[config.mk]
export PLATFORM = sky130hd
export DESIGN_NAME = muldiv_iter
export DESIGN_NICKNAME = d
export VERILOG_FILES = /design/src/rtl/muldiv_iter.sv
export SDC_FILE = /design/constraint.sdc
export NUM_CORES = 1
export LEC_CHECK = 0
export BUFFER_PORTS_ARGS = -buffer_cell sky130_fd_sc_hd__buf_2
export CAP_MARGIN = 20
export CORE_UTILIZATION = 45
export CTS_CLUSTER_SIZE = 25
export DETAILED_ROUTE_END_ITERATION = 10
export PLACE_DENSITY_LB_ADDON = 0.1
export SLEW_MARGIN = 15
export SYNTH_ARGS = -nofsm -noshare
export SYNTH_HDL_FRONTEND = slang
export SYNTH_SLANG_ARGS = --single-unit
[constraint.sdc]
create_clock -name clk -period 6.95 [get_ports clk]
set_clock_uncertainty 0.2 [all_clocks]
set_input_delay 1.39 -clock clk [delete_from_list [all_inputs] [get_ports clk]]
set_output_delay 1.39 -clock clk [all_outputs]
set_load 0.05 [all_outputs]
[src/rtl/muldiv_iter.sv]
// Iterative RV32M multiply/divide unit: one shift-add or restoring shift-subtract step per cycle.
// Optional MULDIV_EARLY_OUT_EN: trivial operands (divide by zero, signed overflow, zero multiply) finish in one cycle.
module muldiv_iter #(
    parameter int XLEN = 32
) (
    input  logic            clk,
    input  logic            rst_n,
    input  logic            start,
    input  logic [2:0]      funct3,
    input  logic [XLEN-1:0] op_a,
    input  logic [XLEN-1:0] op_b,
    output logic            busy,
    output logic            done,
    output logic [XLEN-1:0] result
);

    localparam int CNT_W = (XLEN > 1) ? $clog2(XLEN) : 1;
    localparam logic [CNT_W-1:0] LAST = CNT_W'(XLEN - 1);
    localparam logic [XLEN-1:0] MOST_NEG = {1'b1, {(XLEN-1){1'b0}}};
    localparam logic [XLEN-1:0] ALL_ONES = '1;

    typedef enum logic [1:0] {IDLE, CALC, DONE} state_t;

    state_t            state;
    logic [CNT_W-1:0]  cnt;

    logic [2:0]        op_q;
    logic [XLEN-1:0]   acc;
    logic [XLEN-1:0]   lo;
    logic [XLEN-1:0]   dvs;
    logic              neg_res;
    logic              neg_rem;
    logic              div_zero;
    logic              div_ovf;
    logic [XLEN-1:0]   a_save;

    logic              a_signed;
    logic              b_signed;
    logic              a_neg;
    logic              b_neg;
    logic              ovf_in;
    logic              accept;
    logic [XLEN-1:0]   a_mag;
    logic [XLEN-1:0]   b_mag;

    logic [XLEN:0]     sum;
    logic [XLEN:0]     rem_shift;
    logic [XLEN:0]     diff;
    logic [XLEN-1:0]   acc_nxt;
    logic [XLEN-1:0]   lo_nxt;

    logic [2*XLEN-1:0] prod;
    logic [XLEN-1:0]   quo;
    logic [XLEN-1:0]   rem;
    logic [XLEN-1:0]   final_res;

    function automatic logic [XLEN-1:0] neg_if(input logic n, input logic [XLEN-1:0] v);
        return n ? -v : v;
    endfunction

    function automatic logic [2*XLEN-1:0] neg_wide(input logic n, input logic [2*XLEN-1:0] v);
        return n ? -v : v;
    endfunction

    always_comb begin
        a_signed = (funct3 == 3'b001) || (funct3 == 3'b010) ||
                   (funct3 == 3'b100) || (funct3 == 3'b110);
        b_signed = (funct3 == 3'b001) || (funct3 == 3'b100) || (funct3 == 3'b110);
        a_neg    = a_signed & op_a[XLEN-1];
        b_neg    = b_signed & op_b[XLEN-1];
        a_mag    = neg_if(a_neg, op_a);
        b_mag    = neg_if(b_neg, op_b);
        ovf_in   = funct3[2] && b_signed && (op_a == MOST_NEG) && (op_b == ALL_ONES);
        accept   = start && (state != CALC);
    end

    // Multiply keeps the product in {acc, lo} and shifts right; divide shifts the
    // dividend out of lo into acc while quotient bits shift in at lo[0].
    always_comb begin
        sum       = {1'b0, acc} + (lo[0] ? {1'b0, dvs} : '0);
        rem_shift = {acc, lo[XLEN-1]};
        diff      = rem_shift - {1'b0, dvs};
        if (op_q[2]) begin
            acc_nxt = diff[XLEN] ? rem_shift[XLEN-1:0] : diff[XLEN-1:0];
            lo_nxt  = {lo[XLEN-2:0], ~diff[XLEN]};
        end else begin
            acc_nxt = sum[XLEN:1];
            lo_nxt  = {sum[0], lo[XLEN-1:1]};
        end
    end

    // Result is formed from the last step's outputs so it can be registered on the edge entering DONE.
    always_comb begin
        prod = neg_wide(neg_res, {acc_nxt, lo_nxt});
        quo  = neg_if(neg_res, lo_nxt);
        rem  = neg_if(neg_rem, acc_nxt);
        case (op_q)
            3'b000:                final_res = prod[XLEN-1:0];
            3'b001, 3'b010, 3'b011: final_res = prod[2*XLEN-1:XLEN];
            3'b100, 3'b101:        final_res = div_zero ? ALL_ONES : (div_ovf ? MOST_NEG : quo);
            default:               final_res = div_zero ? a_save : (div_ovf ? '0 : rem);
        endcase
    end

`ifdef MULDIV_EARLY_OUT_EN
    logic            trivial;
    logic [XLEN-1:0] trivial_res;

    always_comb begin
        trivial     = 1'b0;
        trivial_res = '0;
        if (funct3[2]) begin
            if (op_b == '0) begin
                trivial     = 1'b1;
                trivial_res = funct3[1] ? op_a : ALL_ONES;
            end else if (ovf_in) begin
                trivial     = 1'b1;
                trivial_res = funct3[1] ? '0 : MOST_NEG;
            end
        end else if ((op_a == '0) || (op_b == '0)) begin
            trivial = 1'b1;
        end
    end
`endif

    always_ff @(posedge clk) begin
        if (accept) begin
            op_q     <= funct3;
            acc      <= '0;
            lo       <= a_mag;
            dvs      <= b_mag;
            neg_res  <= a_neg ^ b_neg;
            neg_rem  <= a_neg;
            div_zero <= (op_b == '0);
            div_ovf  <= ovf_in;
            a_save   <= op_a;
        end else if (state == CALC) begin
            acc <= acc_nxt;
            lo  <= lo_nxt;
        end
    end

    always_ff @(posedge clk or negedge rst_n) begin
        if (!rst_n) begin
            state  <= IDLE;
            cnt    <= '0;
            busy   <= 1'b0;
            done   <= 1'b0;
            result <= '0;
        end else begin
            case (state)
                IDLE, DONE: begin
                    done <= 1'b0;
                    busy <= 1'b0;
                    if (start) begin
`ifdef MULDIV_EARLY_OUT_EN
                        if (trivial) begin
                            state  <= DONE;
                            done   <= 1'b1;
                            result <= trivial_res;
                        end else
`endif
                        begin
                            state <= CALC;
                            busy  <= 1'b1;
                            cnt   <= '0;
                        end
                    end else begin
                        state <= IDLE;
                    end
                end
                CALC: begin
                    if (cnt == LAST) begin
                        state  <= DONE;
                        busy   <= 1'b0;
                        done   <= 1'b1;
                        result <= final_res;
                        cnt    <= '0;
                    end else begin
                        cnt <= cnt + 1'b1;
                    end
                end
                default: begin
                    state <= IDLE;
                    busy  <= 1'b0;
                    done  <= 1'b0;
                end
            endcase
        end
    end

endmodule

After elaboration in Yosys (flattened, before gate mapping)
Index checks and enable logic that the tools add are counted.

storage, ports and cells
  bits of input ports = 70
  logic and storage cells = 89
  register bits = 176
  output and inout port bits = 34

cells by class
  reduce and logical (&&, ||, !) cells = 19
  equality and inequality tests = 17
  muxes and demuxes = 27
  add/sub/neg operators = 8
  bitwise logic cells = 4

operators with widths
  cell                                                                     number
  32-bit 2-to-1 mux                                                        14
  32-bit negator                                                           4
  32-bit one-hot mux with 3 select lines                                   1
  32-bit equality test, second input constant                              2
  64-bit 2-to-1 mux                                                        1
  64-bit negator                                                           1
  32-bit by 32-bit adder with 33-bit output                                1
  33-bit by 32-bit subtractor with 33-bit output                           1
  32-bit logical NOT                                                       1
  3-bit equality test, second input constant                               4
  5-bit 2-to-1 mux                                                         2
  5-bit one-hot mux with 2 select lines                                    1
  3-bit by 2-bit equality test with 1-bit output, second input constant    3
  3-bit by 1-bit equality test with 1-bit output, second input constant    2
  5-bit by 1-bit adder with 5-bit output, second input constant            1
  5-bit equality test, second input constant                               1
  1-bit logical OR                                                         5
  1-bit 2-to-1 mux                                                         5
  1-bit logical AND                                                        4
  2-bit by 1-bit inequality test with 1-bit output, second input constant  2
  2-bit one-hot mux with 2 select lines                                    1
  2-bit AND reduction                                                      2
  2-bit nonzero test                                                       2
  2-bit OR reduction                                                       2
  other kinds (11)                                                         12

Logic depth before layout (Yosys ltp)
Gate-level depths: netlist of run 1.

  depth after elaboration = 8
  mapped depth = 26
  mapped depth without buffers = 22

Least setup slack after synthesis of run 1
Ideal clock, no wire load.

  kind = register to register
  start point = reg dvs[0]
  end point = reg result[16]
  library setup time = 0.142 ns
  period minus slack after synthesis = 5.506 ns
  data arrival time = 5.164 ns
  path slack = 1.444 ns
  data required time = 6.608 ns
  path buffers = 4
  cell stages (with the launch flop) = 24
  cells stage by stage = edfxtp_1 -> ha_1 -> fa_1 -> nand2b_1 -> a21o_1 -> a311oi_2 -> a211oi_2 -> o31a_1 -> buf_6 -> xnor2_2 -> buf_2 -> buf_2 -> buf_1 -> a21oi_1 -> ha_1 -> o21ai_0 -> or2_2 -> or3_1 -> nand4bb_1 -> nor2_1 -> a31oi_1 -> xor2_1 -> a221oi_1 -> a211oi_1

on the way
  word-level cells in the longest chain between the ends = 8
  elaborated cells on any way between the ends = 18
  those cells by class = 5 x add/sub; 12 x mux; 1 x bitwise

RTL lines
  item                                                                                 RTL line  text
  start, declared                                                                      30        logic [XLEN-1:0] dvs;
  start signal, assigned                                                               131       dvs <= b_mag;
  33-bit by 32-bit subtractor with 33-bit output or 32-bit 2-to-1 mux (tied branches)  82, 80
  32-bit 2-to-1 mux (tied with other cells)                                            84        acc_nxt = diff[XLEN] ? rem_shift[XLEN-1:0] : diff[XLEN-1:0];
  32-bit 2-to-1 mux                                                                    83        if (op_q[2]) begin
  32-bit negator                                                                       58        return n ? -v : v;
  32-bit 2-to-1 mux                                                                    58
  32-bit 2-to-1 mux (on tied branches) (2 in a row)                                    101, 100
  32-bit one-hot mux with 3 select lines (*)                                           97        case (op_q)
  end signal, assigned                                                                 177       result <= final_res;
  end, declared                                                                        14        output logic [XLEN-1:0] result

Every way passes the cells marked *; elsewhere a longest branch is shown, timed or not.
A chain may end at the register's enable or synchronous reset.

Worst setup path after layout of run 1
  start point = reg dvs[0]
  end point = reg result[30]

The elaborated chain is that of the path after synthesis.

==> results of run 1 <==
-- cells by family (layout without fill, tap and decap cells) --
family | count (synthesis) | count (layout) | share of synthesized area, %
compound gates | 572 | 572 | 23.8
xor+xnor | 197 | 197 | 11.1
fa+ha+maj | 73 | 73 | 5.87
buf+inv | 169 | 241 | 4.26
flops | 174 | 174 | 29.8
mux | 61 | 61 | 3.96
simple gates | 681 | 681 | 21.3
-- area by class of cell --
cell class | count | area [µm²] | area share (%)
Tap cell | 455 | 569 | 3.25
Clock buffer | 17 | 425 | 2.43
Timing Repair Buffer | 147 | 871 | 4.98
Multi-Input combinational cell | 1584 | 10500 | 59.8
Clock inverter | 15 | 228 | 1.30
Sequential cell | 174 | 4710 | 26.9
Inverter | 62 | 233 | 1.33
-- power by group --
part	total [W]	internal (W)	switching (W)
combinational	0.00610	0.00221	0.00389
clock	0.00111	0.000616	0.000495
sequential	0.00196	0.00150	0.000455
total	0.00917	0.00433	0.00484
-- worst max-delay path: cells and delay by family (launching register included) --
kind	cells	cell delay, ns
flops	1	0.40
xor+xnor	2	0.71
simple gates	4	1.09
compound gates	10	2.97
fa+ha+maj	3	0.88
buf+inv	1	0.13
-- worst paths after layout --
check | slack (ns) | start | to | cells past startpoint
max | 0.42 | dvs[0] | result[30] | 20
min | 0.28 | result[17] | result[17] | 2
max reg2reg | 0.42 | dvs[0] | result[30] | 20
min reg2reg | 0.28 | result[17] | result[17] | 2
max in group asynchronous | 5.32 | rst_n | result[28] | 2
min in group asynchronous | 0.69 | rst_n | result[21] | 1
-- stage by stage --
stage	utilization (%)	instances	power (W)	hold WS, ns	setup slack, ns
3_3_place_gp	48.7	2421	0.00792	0.264	0.645
4_1_cts	50.6	2453	0.00909	0.278	0.539
2_1_floorplan	-	1927	0.00611	0.274	1.44
3_5_place_dp	48.7	2421	0.00796	0.261	0.566
6_report	50.7	2454	0.00917	0.275	0.423
5_1_grt	50.7	2454	0.00975	0.309	0.0429
-- layout by cell type, fill, tap and decap left out, drive strengths merged, types with 7 or more instances in the layout --
cell type  Yosys  layout
nand2        209     209
a211oi        22      22
nor2b         12      12
a21o          23      23
nand3         32      32
nor3          65      65
o41ai         13      13
o21ai        131     131
or3           26      26
buf           31     147
and3           8       8
o31ai         40      40
a22o          22      22
and2          49      49
xor2          76      76
a221oi        50      50
nor3b          7       7
clkbuf        76      17
ha            71      71
edfxtp       103     103
o21bai         7       7
dfxtp         32      32
or4           14      14
o211ai        17      17
a22oi          8       8
a31oi         27      27
mux2           9       9
a21oi        161     161
xnor2        121     121
inv           61      67
dfrtp         39      39
nor2         157     157
mux2i         52      52
o21a           9       9
nand4         33      33
nand2b        11      11
nand3b        16      16
nor4          13      13
-- flip-flops by register name, indices dropped and copies added (netlist names) --
register / flops
div_ovf: 1
dvs: 32
result: 32
state: 1
neg_rem: 1
done: 1
lo: 32
op_q: 3
neg_res: 1
a_save: 32
div_zero: 1
acc: 32
cnt: 5
-- layer usage --
metal	global-route usage [%]	wire [µm]	part of all wire [%]	vias up
met5	0	12	0.021	-
met2	48.6	24900	44	645
li1	-	-	-	7264
met4	8.25	1190	2.1	2
met1	46.7	26900	47	7374
met3	4.93	4260	7.4	67
==> results.md, run 1 <==
* Status: complete, no violations
* # fillers at 3449
* Vias in the first global route at 14165
* Avg Vias per Cell at around 6.3
* Setup violators final at 0
* Cell area after layout at 17500 µm²
* Largest net degree at the start of global routing at 139
* Worst Tran Pin Value at 1.04 ns
* Arr. time, crit path at 6.66 ns
* PD cells at 524 nW/µm²
* Total grt overflow at 0
* Mapped cell area at 15800 µm²
* H-tree depth at 4
* Number of synthesized flops with an enable pin at 103
* # IOs at 104
* Max_slew headroom at 30.5%
* Slowest stage cell, crit path: xnor2_4
* Core Area at around 35000 µm²
* Layout cells sized above 1 at 11.3%
* FMAX at ~0.15 GHz
* Most used DFF post-synth: edfxtp_1
* Sequential share of the synthesized area at 29.8%
* RSZ-0062 raised after global routing: no
* Crit path max fanout at 15
* CTS Buf Count at 17
* Syn_nets at 2070
* Final Max Tran Viols at 0
* Mapped Avg Cell Area at 8.20 µm²
* Final TNS setup at 0 ns
* Post-route ant nets at 0
* Largest cells by area after synthesis: edfxtp_1 20%, xnor2_1 6.6%, dfrtp_1 6.2%
* Starting Density at 45.8%
* Clock root buffer master: clkbuf_16
* First-pass GRT wire length at 87.0 mm
* Post-Syn Instances at 1927
* Hold Fails Final Rpt at 0
* GPL Wtd Cong at 0.956
* Area grow syn2layout at 10.7%
* Worst Hold Class: flip-flop to flip-flop
* Die H at around 190 µm
* Port bufs at 103
* Post-synth cell types at 86
* Async SR Flop Fraction at 22.4%
* DRC at 0
* DRT Pass-1 Iters at 5
* GRT Util Overall at 31.9%
* Area share of the largest cell type after synthesis at 19.6%
* Startpoint type of the worst setup path: flip-flop
* Postcts setup bufs at 0
* CTS max path bufs at 2
* Yosys warning count at 0
* Max Cap Viol at 0
* Minimum clock period after layout at 6.53 ns
* Critical path endpoint category: flip-flop
* Worst path cell trace: ha_1 -> fa_1 -> nand2b_1 -> a21o_1 -> a311oi_2 -> a211oi_2 -> o31a_1 -> xnor2_4 -> nand2_1 -> a31o_2 -> inv_1 -> ha_1 -> o31ai_1 -> a211oi_2 -> nor4b_4 -> nand4_1 -> o21ai_0 -> xnor2_1 -> a221oi_1 -> o31ai_1
* Row cnt at 68
* Worst-path clk slew at about 0.080 ns
* Dpl cell area at ~17000 µm²
* P_leak at between 6 and 7 nW
* Cell taking the most area after synthesis: edfxtp_1
* Total number of vias at 15352
* WS Path Type: flip-flop to flip-flop
* Fin crit share at 93.9%
* Ant diodes at 0
* Flops & latches, synth at 174
* Worst vdd ir at 0.000251 V
* Total routed wirelength at 57.2 mm
* Max stage delay on crit path at 0.61 ns
* Die area at 35900 µm²
* CTS tree: done
* CP required at 7.08 ns
* Count leader, synth: nand2_1
* Post-CTS Resized at 0
* Cts-stage hold buffer count at 0
* Nets at 2129
* Drt wl/cell at 23.3 µm
* Commonest cells post-synth: 209 x nand2_1, 157 x nor2_1, 156 x a21oi_1
* Clk_lat worst skew at 0.47 ns
* Clock sinks at 174
* Initial antenna violation count at 1
* Die X-Extent at 189 µm
* Hpwl dp at ~44 mm
* Drt initial violations at 1440
(Power assumes the default switching activity.)
==> inputs of run 2 (changes only) <==
--- a/config.mk
+++ b/config.mk
@@ -7,11 +7,11 @@
 export LEC_CHECK = 0
 export BUFFER_PORTS_ARGS = -buffer_cell sky130_fd_sc_hd__buf_2
 export CAP_MARGIN = 20
-export CORE_UTILIZATION = 45
+export CORE_UTILIZATION = 28
 export CTS_CLUSTER_SIZE = 25
 export DETAILED_ROUTE_END_ITERATION = 10
+export GPL_TIMING_DRIVEN = 0
 export PLACE_DENSITY_LB_ADDON = 0.1
-export SLEW_MARGIN = 15
 export SYNTH_ARGS = -nofsm -noshare
 export SYNTH_HDL_FRONTEND = slang
 export SYNTH_SLANG_ARGS = --single-unit
==> run 2 against run 1 <==
  * Critical path depth decreased by 4
  * Register-to-register slack got worse by 0.28 ns
  * Non-clock buffer count grew 74
  * Worst hold slack better by 0.0065 ns
  * Sequential power is essentially flat
  * Maximum frequency is 4.1% lower
  * Die area up 60%
  * Power rose by 3.7%
  * Wire length increased by 26%
  * Worst setup slack got worse by 0.28 ns
  * Critical path type unchanged
  * Largest power group unchanged
==> results.md, run 2 (synthesis results as in run 1) <==
* Arr. time, crit path at 6.97 ns (+0.31 ns)
* Clock root buffer master: clkbuf_16
* HP Start: result[4]
* Most common cell after layout, fill and taps aside: nand2_1
* Final Max Tran Viols at 0 (unchanged)
* Die H at 240 µm (+26%)
* FMAX at 0.147 GHz (-4.1%)
* Worst vdd ir at 0.000243 V (-3.1%)
* Cts-stage hold buffer count at 0 (unchanged)
* # fillers at 5913 (+71%)
* R2R setup slack at 0.14 ns (-0.28 ns)
* Dpl cell area at 17300 µm² (+2.8%)
* GRT Util Overall at 25.4% (-6.5 points)
* GPL Wtd Cong at 0.981 (+2.6%)
* Worst R2R Start: op_q[2]
* H-tree depth at 4 (unchanged)
* Setup violators final at 0 (unchanged)
* Layout Cells excl Fill at 2821 (+15%)
* Cell area after layout at 18100 µm² (+3.5%)
* Most frequent cells in the layout: 208 x nand2_1, 156 x nor2_1, 155 x a21oi_1
* Post-route ant nets at 0 (unchanged)
* Final TNS setup at 0 ns (unchanged)
* First-pass GRT wire length at 104 mm (+20%)
* CTS Buf Count at 17 (unchanged)
* Status: complete, no violations
* # IOs at 104 (unchanged)
* Initial antenna violation count at 4 (+3)
* Drt wl/cell at 25.7 µm (+10%)
* Hpwl dp at 59.0 mm (+35%)
* Worst Tran Pin Value at 1.05 ns (+0.00661 ns)
* Hold worst-path end: result[4]
* Die X-Extent at 240 µm (+26%)
* Critical path endpoint category: flip-flop
* Crit path max fanout at 10 (-5)
* Setup WS pre-CTS at -0.791 ns (-1.36 ns)
* Row cnt at 86 (+26%)
* Total grt overflow at 0 (unchanged)
* Worst path bufs/invs at 5 (+4)
* Max stage delay on crit path at 0.85 ns (+0.24 ns)
* P_leak at 6.99 nW (+0.54%)
* Port bufs at 103 (unchanged)
* DRT Pass-1 Iters at 5 (unchanged)
* Slowest stage cell, crit path: clkdlybuf4s15_1
* Total number of vias at 15855 (+3.3%)
* Starting Density at 28.5% (-17 points)
* PD cells at 525 nW/µm² (+0.16%)
* CP delay by family, top: buffers and inverters
* Largest net degree at the start of global routing at 40 (-71%)
* Clk_lat worst skew at 0.50 ns (+0.03 ns)
* WHS Path Cells at 2 (unchanged)
* Worst Hold Class: flip-flop to flip-flop
* Max_slew headroom at 30.1% (-0.37 points)
* Worst path cell trace: clkbuf_1 -> clkbuf_2 -> clkbuf_1 -> buf_1 -> clkdlybuf4s15_1 -> a21oi_4 -> ha_1 -> o21ai_0 -> or2_2 -> or3_1 -> nand4bb_1 -> nor2_4 -> a41o_1 -> xnor2_1 -> a221oi_1 -> o31ai_1
* Worst hold slack at 0.282 ns (+0.00652 ns)
* Die area at 57400 µm² (+60%)
* Vias in the first global route at 15158 (+7.0%)
* Clock sinks at 174 (unchanged)
* Area grow syn2layout at 14.6%
* WS Path Type: flip-flop to flip-flop
* CTS tree: done
* Drt initial violations at 1374 (-4.6%)
* Nets at 2203 (+3.5%)
* Core Area at 55400 µm² (+60%)
* Fin crit share at 98.0% (+4.0 points)
* Reg2reg end: result[10]
* Hold Fails Final Rpt at 0 (unchanged)
* Startpoint type of the worst setup path: flip-flop
* Total routed wirelength at 72.4 mm (+26%)
* DRC at 0 (unchanged)
* Layout cells sized above 1 at 10.5% (-0.84 points)
* RSZ-0062 raised after global routing: no
* Avg Vias per Cell at 5.62 (-10%)
* Ant diodes at 0 (unchanged)
* Reg2reg path depth at 16 (-20%)
* Worst path most repeated cell: clkbuf_1
* Minimum clock period after layout at 6.81 ns (+0.281 ns)
* Worst-path clk slew at 0.08 ns (about the same)
* DP Cell Count at 2781 (+15%)
* CP required at 7.12 ns (+0.04 ns)
* Max Cap Viol at 0 (unchanged)
* CTS max path bufs at 2 (unchanged)
* Final WS setup at 0.142 ns (-0.281 ns)
run 2: changes by cell type in the layout (fill, tap and decap cells not counted), moves of 2 or more:
cell,change
clkbuf_1,+75
buf_4,-31
clkinv_8,+2
a221oi_1,-4
buf_6,+3
buf_1,+15
clkinvlp_4,-3
buf_2,+8
nor2_1,+2
bufinv_16,-3
a221oi_2,+4
inv_8,+3
run 2: worst max-delay path by stage:
stage	depth (start not counted)	slack [ns]	startpoint	endpoint
finish	16	0.14	op_q[2]	result[10]
global route	25	0.004	lo[31]	result[6]
CTS	16	0.03	op_q[2]	result[10]
detailed placement	24	-0.79	lo[31]	result[16]
global placement	24	-0.84	lo[31]	result[16]
floorplan	23	1.44	dvs[0]	result[16]
run 2: timing repair:
item | 4_1_cts | 5_1_grt
buffers inserted | 3 | 6
resized for setup | 12 | 12
setup endpoints to repair | 16 | 16
pin swaps | 1 | 1
run 2: metrics by stage:
step	util [%]	total power [W]
after floorplan	-	0.00611
after detailed placement	31.2	0.00822
after global placement	31.1	0.00820
after CTS	32.5	0.00934
after global routing	32.7	0.0101
final	32.7	0.00951
run 2: metal layers:
metal | track usage [%] | up-vias | wire length [µm]
met1 | 36.3 | 7810 | 34500
met2 | 39.3 | 561 | 32100
met4 | 7.23 | 4 | 1520
met5 | 0 | - | 26
li1 | - | 7403 | -
met3 | 3.63 | 77 | 4280
run 2: area by class of cell:
class                           count  area, µm²  area share, %
Timing Repair Buffer              115        636           3.51
Sequential cell                   174       4710           26.0
Clock buffer                       17        425           2.35
Clock inverter                     15        198           1.09
Buffer                            106        452           2.49
Tap cell                          748        936           5.17
Inverter                           62        235           1.30
Multi-Input combinational cell   1584      10500           58.1
run 2: report_power, final:
group	switching (W)	total (W)	internal (W)
clock	0.000534	0.00106	0.000524
combinational	0.00427	0.00650	0.00223
sequential	0.000444	0.00195	0.00150
run 2: worst min-delay path: cells and delay by family (launching register included):
kind	cells	cell delay, ns
and+or+nand+nor	1	0.05
DFF	1	0.35
AOI/OAI and AO/OA	1	0.05
==> inputs of run 3 (changes only) <==
--- a/config.mk
+++ b/config.mk
@@ -11,7 +11,7 @@
 export CTS_CLUSTER_SIZE = 25
 export DETAILED_ROUTE_END_ITERATION = 10
 export GPL_TIMING_DRIVEN = 0
-export PLACE_DENSITY_LB_ADDON = 0.1
+export PLACE_DENSITY = 0.39
 export SYNTH_ARGS = -nofsm -noshare
 export SYNTH_HDL_FRONTEND = slang
 export SYNTH_SLANG_ARGS = --single-unit
==> run 3 against run 2 <==
  * Maximum frequency decreased by 0.34%
  * Register-to-register slack worse by 0.02 ns
  * Utilization is 0.054 points higher
  * Clock-buffer cell count stayed put
  * Wire length rose by 1.9%
  * Highest routed layer is now met4
  * Final area grew 0.17%
  * Sequential power about the same
  * Critical path type unchanged
  * Worst setup slack got worse by 0.023 ns
  * Worst hold slack improved by 0.0048 ns
==> results.md, run 3 (synthesis results as in run 1) <==
* Nets at 2207 (+0.18%)
* Vias in the first global route at 15044 (-0.75%)
* Final Max Tran Viols at 0 (unchanged)
* CP required at 7.14 ns (+0.02 ns)
* Setup WS pre-CTS at -0.859 ns (-0.0679 ns)
* # fillers at 5967 (+0.91%)
* Die H at 240 µm (unchanged)
* HP Start: result[4]
* Setup violators final at 0 (unchanged)
* Clock root buffer master: clkbuf_16
* Final TNS setup at 0 ns (unchanged)
* Worst vdd ir at 0.000221 V (-9.2%)
* GPL Wtd Cong at 0.945 (-3.7%)
* Die area at 57400 µm² (unchanged)
* Starting Density at 28.5% (unchanged)
* RSZ-0062 raised after global routing: no
* PD cells at 524 nW/µm² (about the same)
* CTS max path bufs at 2 (unchanged)
* Final WS setup at 0.118 ns (-0.0234 ns)
* Port bufs at 103 (unchanged)
* Tot Pwr at 0.00951 W (about the same)
* Sw Pwr at 0.00528 W (+0.71%)
* Fin crit share at 98.3% (+0.34 points)
* Worst Tran Pin Value at 1.13 ns (+0.0860 ns)
* Total grt overflow at 0 (unchanged)
* Area grow syn2layout at 14.8%
* DRC at 0 (unchanged)
* Clk_lat worst skew at 0.51 ns (about the same)
* Critical path endpoint category: flip-flop
* WS Path Type: flip-flop to flip-flop
* H-tree depth at 4 (unchanged)
* Clock Power Share at 10.7% (-0.4 points)
* First-pass GRT wire length at 106 mm (+1.8%)
* Part of the power in registers at 20.4% (about the same)
* # IOs at 104 (unchanged)
* Die X-Extent at 240 µm (unchanged)
* CTS tree: done
* FMAX at 0.146 GHz (-0.34%)
* Sw frac at 55.5% (+0.34 points)
* Arr. time, crit path at 7.02 ns (+0.05 ns)
* Worst-path clk slew at 0.08 ns (about the same)
* Clock sinks at 174 (unchanged)
* Max_slew headroom at 24.4% (-5.7 points)
* Drt wl/cell at 26.1 µm (+1.7%)
* CTS Buf Count at 17 (unchanged)
* Initial antenna violation count at 3 (-1)
* Hold Fails Final Rpt at 0 (unchanged)
* Minimum clock period after layout at 6.83 ns (+0.0234 ns)
* Worst Hold Class: flip-flop to flip-flop
* Core Area at 55400 µm² (unchanged)
* Row cnt at 86 (unchanged)
* Gate power share at 68.9% (+0.5 points)
* Layout cells sized above 1 at 10.7% (+0.22 points)
* Status: complete, no violations
* P_leak at 7.02 nW (+0.38%)
* Total routed wirelength at 73.7 mm (+1.9%)
* Total number of vias at 15880 (+0.16%)
* DRT Pass-1 Iters at 5 (unchanged)
* Post-route ant nets at 0 (unchanged)
* Max Cap Viol at 0 (unchanged)
* Avg Vias per Cell at 5.62 (about the same)
* Worst R2R Start: op_q[2]
* Crit path launch: op_q[2]
* Startpoint type of the worst setup path: flip-flop
* GRT Util Overall at 25.9% (+0.56 points)
* Most frequent cells in the layout: 208 x nand2_1, 156 x nor2_1, 155 x a21oi_1
* Hpwl dp at 60.4 mm (+2.4%)
* Cts-stage hold buffer count at 0 (unchanged)
* Drt initial violations at 1540 (+12%)
* Largest net degree at the start of global routing at 40 (unchanged)
* Most common cell after layout, fill and taps aside: nand2_1
* Int Pwr at 0.00423 W (-0.66%)
* Crit path max fanout at 10 (unchanged)
-- run 3: per-stage QoR --
step / cells / hold slack, ns / util, % / instance area, µm²
floorplan: 1927 / 0.274 / - / 15800
global placement: 2778 / 0.270 / 31.1 / 17300
detailed placement: 2783 / 0.271 / 31.2 / 17300
CTS: 2819 / 0.288 / 32.5 / 18000
global route: 2825 / 0.320 / 32.7 / 18100
finish: 2826 / 0.287 / 32.7 / 18100
-- run 3: power by group through the flow --
stage	sequential, W	combinational (W)	clock, W
2_1_floorplan	0.00205	0.00406	0
3_3_place_gp	0.00198	0.00629	0
3_5_place_dp	0.00197	0.00631	0
4_1_cts	0.00195	0.00639	0.00105
5_1_grt	0.00199	0.00706	0.00108
6_report	0.00194	0.00655	0.00102
-- run 3: cell type report --
type | count | area (µm²) | area share (%)
multi-input cells | 1584 | 10500 | 58.1
flip-flops and latches | 174 | 4710 | 26.0
well taps | 748 | 936 | 5.16
repair buffers | 119 | 661 | 3.64
plain buffers | 106 | 458 | 2.52
clock buffers | 17 | 425 | 2.34
inverters | 62 | 235 | 1.30
clock inverters | 15 | 169 | 0.931
diodes | 1 | 2.50 | 0.0138
-- run 3: per-layer routing --
metal	wire [µm]	up-vias	GRT usage (%)
li1	-	7429	-
met1	35600	7874	37.4
met2	32700	512	40.1
met3	4190	65	3.84
met4	1280	0	6.41
met5	0	-	0
-- run 3: worst paths after layout --
path                              endpoint  slack (ns)  cells after the start
worst max-delay path             result[6]        0.12                     18
worst min-delay path             result[4]        0.29                      2
worst max register to register   result[6]        0.12                     18
worst min register to register   result[4]        0.29                      2
max in group asynchronous       result[11]        5.42                      2
min in group asynchronous        result[4]        0.63                      1
-- run 3: what timing repair did --
item | in CTS | in global routing
resized for setup | 15 | 18
endpoints found under the hold margin | 0 | 0
pin swaps | 2 | 4
buffers inserted | 4 | 6
cloned | 0 | 0
endpoints found under the setup margin | 16 | 20
-- run 3: worst max-delay path, cell delays in order, from the launching register on --
cell and delay, ns:
edfxtp_1 0.43, clkbuf_1 0.68, clkdlybuf4s15_1 0.84, clkdlybuf4s15_1 0.77, buf_1 0.72, buf_1 0.76
a21oi_4 0.14, ha_2 0.25, o21ai_0 0.16, or2_2 0.19, nor3_1 0.05, nand2_1 0.17
nor3b_4 0.08, nand2_2 0.23, o21ai_0 0.14, xor2_1 0.19, a221oi_1 0.36, o21ai_1 0.19
o21a_1 0.16
